## config.mk

```make
export PLATFORM = sky130hd
export DESIGN_NAME = multi_serial_loader
export DESIGN_NICKNAME = d
export VERILOG_FILES = /design/src/rtl/multi_serial_loader.sv
export SDC_FILE = /design/constraint.sdc
export NUM_CORES = 1
export LEC_CHECK = 0
export BUFFER_PORTS_ARGS = -buffer_cell sky130_fd_sc_hd__buf_2
export CORE_ASPECT_RATIO = 1.2
export CORE_MARGIN = 10
export CORE_UTILIZATION = 45
export DETAILED_ROUTE_END_ITERATION = 8
export PLACE_DENSITY = 0.65
export SYNTH_ARGS = -nofsm -noshare
export SYNTH_HDL_FRONTEND = slang
export SYNTH_SLANG_ARGS = --single-unit
```

## constraint.sdc

```tcl
create_clock -name CLK -period 3.7 [get_ports CLK]
set_clock_uncertainty 0.05 [all_clocks]
set_input_delay 0.37 -clock CLK [delete_from_list [all_inputs] [get_ports CLK]]
set_output_delay 0.37 -clock CLK [all_outputs]
set_load 0.01 [all_outputs]
```

## src/rtl/multi_serial_loader.sv

```systemverilog
// Operand serializer feeding the bit-serial multiplier: shifts a parallel A/B pair out
// LSB-first, appends FLUSH zero bits, and publishes frame phase, frame and done markers.
//
//   state   | meaning
//   S_IDLE  | no frame in progress, ready for an operand pair
//   S_SHIFT | operand bits on A/B, positions 0 .. WIDTH-1
//   S_FLUSH | zero bits on A/B, positions WIDTH .. WIDTH+FLUSH-1

module multi_serial_loader #(
    parameter int WIDTH = 8,
    parameter int FLUSH = 8,
    parameter int CW    = 3
) (
    input  logic             CLK,
    input  logic             RST,
    input  logic             IN_VALID,
    output logic             IN_READY,
    input  logic [WIDTH-1:0] IN_A,
    input  logic [WIDTH-1:0] IN_B,
    output logic             A,
    output logic             B,
    output logic [CW-1:0]    cnt,
    output logic             BUSY,
    output logic             FRAME,
    output logic             DONE
);

    localparam int FRAME_LEN = WIDTH + FLUSH;
    localparam int PW        = (FRAME_LEN > 1) ? $clog2(FRAME_LEN) : 1;
    localparam logic [PW-1:0] LAST_DATA = PW'(WIDTH - 1);
    localparam logic [PW-1:0] LAST_POS  = PW'(FRAME_LEN - 1);

    if (WIDTH < 1 || FLUSH < 1) begin : g_param_check
        $error("multi_serial_loader: WIDTH must be >= 1 and FLUSH must be >= 1");
    end

    typedef enum logic [1:0] {
        S_IDLE  = 2'd0,
        S_SHIFT = 2'd1,
        S_FLUSH = 2'd2
    } state_t;

    state_t           state_q, state_d;
    logic [PW-1:0]    pos_q, pos_d;
    logic [WIDTH-1:0] sha_q, sha_d;
    logic [WIDTH-1:0] shb_q, shb_d;
    logic             done_q, done_d;
    logic             last_flush;
    logic             accept;

    assign last_flush = (state_q == S_FLUSH) && (pos_q == LAST_POS);
    // Ready depends only on state and position so upstream can never form a loop through it.
    assign IN_READY   = (state_q == S_IDLE) || last_flush;
    assign accept     = IN_VALID && IN_READY;

    always_comb begin
        state_d = state_q;
        pos_d   = pos_q;
        sha_d   = sha_q;
        shb_d   = shb_q;
        done_d  = 1'b0;
        case (state_q)
            S_IDLE: begin
                if (accept) begin
                    state_d = S_SHIFT;
                    pos_d   = '0;
                    sha_d   = IN_A;
                    shb_d   = IN_B;
                end
            end
            S_SHIFT: begin
                sha_d = sha_q >> 1;
                shb_d = shb_q >> 1;
                pos_d = pos_q + PW'(1);
                if (pos_q == LAST_DATA) begin
                    state_d = S_FLUSH;
                end
            end
            S_FLUSH: begin
                if (last_flush) begin
                    done_d = 1'b1;
                    pos_d  = '0;
                    if (accept) begin
                        state_d = S_SHIFT;
                        sha_d   = IN_A;
                        shb_d   = IN_B;
                    end else begin
                        state_d = S_IDLE;
                    end
                end else begin
                    pos_d = pos_q + PW'(1);
                end
            end
            default: begin
                state_d = S_IDLE;
                pos_d   = '0;
            end
        endcase
    end

    always_ff @(posedge CLK) begin
        if (RST) begin
            state_q <= S_IDLE;
            pos_q   <= '0;
            sha_q   <= '0;
            shb_q   <= '0;
            done_q  <= 1'b0;
        end else begin
            state_q <= state_d;
            pos_q   <= pos_d;
            sha_q   <= sha_d;
            shb_q   <= shb_d;
            done_q  <= done_d;
        end
    end

    // Shift registers are empty by the time FLUSH starts, but gate anyway so idle lines stay low.
    assign A     = (state_q == S_SHIFT) && sha_q[0];
    assign B     = (state_q == S_SHIFT) && shb_q[0];
    assign BUSY  = (state_q != S_IDLE);
    assign FRAME = (state_q == S_SHIFT) && (pos_q == '0);
    assign DONE  = done_q;

    if (CW <= PW) begin : g_cnt_trunc
        assign cnt = pos_q[CW-1:0];
    end else begin : g_cnt_ext
        assign cnt = {{(CW - PW){1'b0}}, pos_q};
    end

endmodule

```

Yosys cells after proc, flatten, opt, wreduce, memory -nomap -nowiden
Cells that the tools add are included.

operators by class
  bitwise logic cells = 1
  reductions and logical operators = 13
  equal/unequal tests = 7
  add/sub/neg operators = 1
  muxes and demuxes = 15

operators with widths
  operator               number
  $pmux W8 S3            2
  $mux W8                4
  $pmux W4 S3            1
  $mux W4                2
  $mux W2                3
  $ne A2 B2 Y1 const B   3
  $pmux W2 S3            1
  $logic_and A1 B1 Y1    5
  $add A4 B1 Y4 const B  1
  $eq A4 B3 Y1 const B   1
  $eq A4 B4 Y1 const B   1
  $logic_not A4 Y1       1
  $reduce_and A3 Y1      1
  $reduce_bool A3 Y1     1
  $eq A2 B1 Y1 const B   1
  $eq A2 B2 Y1 const B   1
  $logic_not A2 Y1       1
  $mux W1                2
  $reduce_and A2 Y1      1
  $reduce_bool A2 Y1     1
  $reduce_or A2 Y1       1
  $logic_or A1 B1 Y1     1
  $not A1 Y1             1

storage, ports and cells
  flip-flop bits (word level) = 23
  logic and storage cells = 42
  bits of input ports = 19

Longest topological paths before layout
  depth after elaboration = 7
  depth in mapped cells = 8

Worst setup path before layout
No wires, ideal clock.

  path kind = register to register
  from = register state_q[1]
  to = register pos_q[2]
  setup slack = 2.017 ns
  cell stages (with the launch flop) = 7
  data required time = 3.578 ns
  period minus slack after synthesis = 1.683 ns
  data arrival time = 1.560 ns
  library setup time = 0.072 ns
  cells stage by stage = dfxtp_1 inv_1 ha_1 nor2b_1 buf_6 or4b_1 a21oi_1

on the way
  word-level cells in the longest chain between the ends = 5
  elaborated cells on any way between the ends = 9
  those cells by class = eq/ne (3); mux (2); reduce/logical (4)

ends and longest elaborated chain
  item                           line    source
  start, declared                43      state_t state_q, state_d;
  start signal, assigned         109     state_q <= state_d;
  $eq A2 B2 Y1                   51, 62
  $logic_and A1 B1 Y1            51      assign last_flush = (state_q == S_FLUSH) && (pos_q == LAST_POS);
  $logic_or A1 B1 Y1             53      assign IN_READY = (state_q == S_IDLE) || last_flush;
  $logic_and A1 B1 Y1            54      assign accept = IN_VALID && IN_READY;
  $ne A2 B2 Y1 (no source line)  -
  end signal, assigned           110     pos_q <= pos_d;
  end, declared                  44      logic [PW-1:0] pos_q, pos_d;

Parallel ways exist; a longest one is shown, timed or not.
A chain may end at the register's enable or synchronous reset.

Worst setup path after layout
  from = register state_q[1]
  to = output port FRAME

on the way
  word-level cells in the longest chain between the ends = 2

ends and longest elaborated chain
  item                 line  source
  $eq A2 B1 Y1         121   assign FRAME = (state_q == S_SHIFT) && (pos_q == '0);
  $logic_and A1 B1 Y1  121
  end, declared        24    output logic FRAME,

Every way passes these cells.

==> reports/results.txt <==
Initial Util - 46.9%
Hold EP - sha_q[7]
CP Cell Sequence - inv_1, ha_1, inv_1, nor4b_1, buf_2
Cell Rows - 21
Post-CTS resize count - 0
Worst slew pin tran - 1.05 ns
Min-delay src - IN_A[7]
Met1 layer usage reported by global route - 11.1%
Highest clock rate - 371 MHz
Number of global-route vias before repair - 1031
Area growth syn-to-layout - 7.96%
Final setup fails - 0
Post-CTS Setup Bufs - 0
CTS Hold Buffers Added - 0
GRT Total Usage - 9.71%
Post-synth top flop - dfxtp_1
R2R depth - 5
Max Cap Viol - 0
Syn nets - 161
Worst EP required - 3.28 ns
Setup WS post-layout - 1.00 ns
Met3 GRT Util - 2.99%
Diode count - 0
Die area - 5460 µm²
Chip Width - 69.2 µm
R2R Path Start - state_q[1]
DRT iter0 DRCs - 52
#FFs+latches synth - 23
Share of layout cells above drive strength 1 - 30.1%
DRC viols - 0
Ys Warns - 0
Worst path most repeated cell - inv_1
Via density - 5.49
Status - completed
Post-synth EDFFs - 0
Slew margin rel. - 30.0%
Worst R2R End - pos_q[2]
GRT Max-Usage Layer - met2
Period utilization - 72.9%
Worst setup startpoint - state_q[1]
CP arrival - 2.28 ns
Layout net count - 179
Routed WL per cell - 14.2 µm
Port Buffers - 27
Setup TNS - 0 ns
TritonCTS clock tree - built
CTS clk-pin slew, worst paths - 0.13 ns
Num ports - 28
Die Height - 79.0 µm
Worst Hold Slack - 0.247 ns
Worst-path cell with the longest stage delay - ha_1
Pre-antenna DRT Iters - 4
Routed vias - 1027
Placed wire-length estimate - 1.90 mm
Largest cells by area after synthesis - dfxtp_1 (35%), mux2i_1 (11%), a211oi_2 (7.7%)
Leak Pwr - 0.541 nW
Synthesized instance count - 136
HP Class - in -> reg
CORE AREA - 2790 µm²
Dpl ws - 1.24 ns
Worst Hold Path Cells - 3
Yosys top cell area share - 35.3%
Synth area leader - dfxtp_1
CTS buffer count - 3
DRT Wirelength - 2.66 mm
CP max stage delay - 0.85 ns
Fin. Hold Viols - 0
Async S/R FF share, synth - 0%
Unrepaired setup endpoints after global routing - false
Pwr Density - 728 nW/µm²
R2R Setup Slk - 1.21 ns
Routed Antenna Nets - 0
Commonest non-fill, non-tap cells in the layout - buf_2 (27), dfxtp_1 (23), a21oi_1 (18), mux2i_1 (14), a211oi_2 (8)
Sequential share of the synthesized area - 35.3%
Post-Synthesis Cell Area - 1310 µm²
Worst Setup Path Type - reg -> out
Final period demand of the worst path - 2.70 ns
CP max FO - 21
First-pass GRT wire length - 4.60 mm
Global route total overflow - 0
CTS HTree Levels - 1
CP Capture Type - primary output
Largest net degree at the start of global routing - 26
Initial antenna violation count - 0
Slew Viols, Final - 0
Clk buf depth - 2
Met2 usage - 16.6%
Worst vdd ir - 336 µV
Post-synth cell types - 37
Avg Inst Size Synth - 9.60 µm²
Placer congestion estimate - 0.761
Commonest non-fill, non-tap cell in the layout - buf_2
Setup crit start kind - register
Worst-Skew Late Latency - 0.30 ns
Clock Root Buffer - clkbuf_4
# clock sinks - 23
## cell usage after synthesis (2+ instances only)
| cell | number |
|---|---|
| a211oi_1 | 7 |
| buf_4 | 5 |
| buf_6 | 2 |
| ha_1 | 6 |
| and2_1 | 2 |
| nand4_1 | 3 |
| nand3b_1 | 2 |
| o21ai_1 | 2 |
| o21ai_0 | 2 |
| inv_1 | 5 |
| a211oi_2 | 8 |
| nand2_1 | 5 |
| nand2b_1 | 2 |
| clkbuf_1 | 2 |
| nor2_1 | 7 |
| a21oi_1 | 18 |
| dfxtp_1 | 23 |
| mux2i_1 | 14 |
| buf_2 | 3 |
## metal layers
layer	vias to the layer above	part of all wire, %
met3	2	4.7
met2	16	48
met4	0	0.79
met1	482	46
li1	527	-
met5	-	0
## state kept, by name, indices dropped and copies added, names as in the netlist
register and cells:
shb_q 8, pos_q 4, state_q 2, DONE 1, sha_q 8
## area by class of cell
type / instances / area, µm²
clock inverters: 1 / 5.00
repair buffers: 27 / 135
flip-flops and latches: 23 / 460
fillers: 289 / 1380
multi-input cells: 93 / 721
clock buffers: 3 / 22.5
well taps: 34 / 42.5
inverters: 6 / 22.5
## critical path: cells and delay by family, from the launching register on
kind | cells | cell delay (ns)
fa+ha+maj | 1 | 0.85
simple gates | 1 | 0.30
buf+inv | 3 | 0.43
flops | 1 | 0.39
## power breakdown
group | total [W] | switching [W] | internal [W]
sequential | 0.000368 | 0.0000451 | 0.000323
combinational | 0.000543 | 0.000318 | 0.000225
clock | 0.000114 | 0.0000740 | 0.0000403
## stage by stage
step	total power, W	utilization [%]	instance area, µm²	cells
global placement	0.000909	49.6	1380	183
global route	0.00112	50.6	1410	187
detailed placement	0.000925	49.6	1380	183
finish	0.00103	50.6	1410	187
CTS	0.00104	50.6	1410	187
floorplan	0.000871	-	1310	136
## logic make-up (layout without fill, tap and decap cells)
logic type	after synthesis	in the layout	share of synthesized area, %
DFF	23	23	35.3
and+or+nand+nor	29	29	12.7
muxes	15	15	12.5
adders and majority gates	6	6	5.75
buffers and inverters	20	37	9.49
AOI/OAI and AO/OA	43	43	24.4
## worst max-delay path by stage
stage               endpoint  slack [ns]  cells past startpoint
floorplan           pos_q[2]        2.02                      6
global placement    pos_q[2]        1.33                      5
detailed placement  pos_q[2]        1.24                      5
CTS                    FRAME        0.95                      5
global route           FRAME        0.79                      5
finish                 FRAME        1.00                      5
Note: power is estimated with default switching activity, not from simulation.
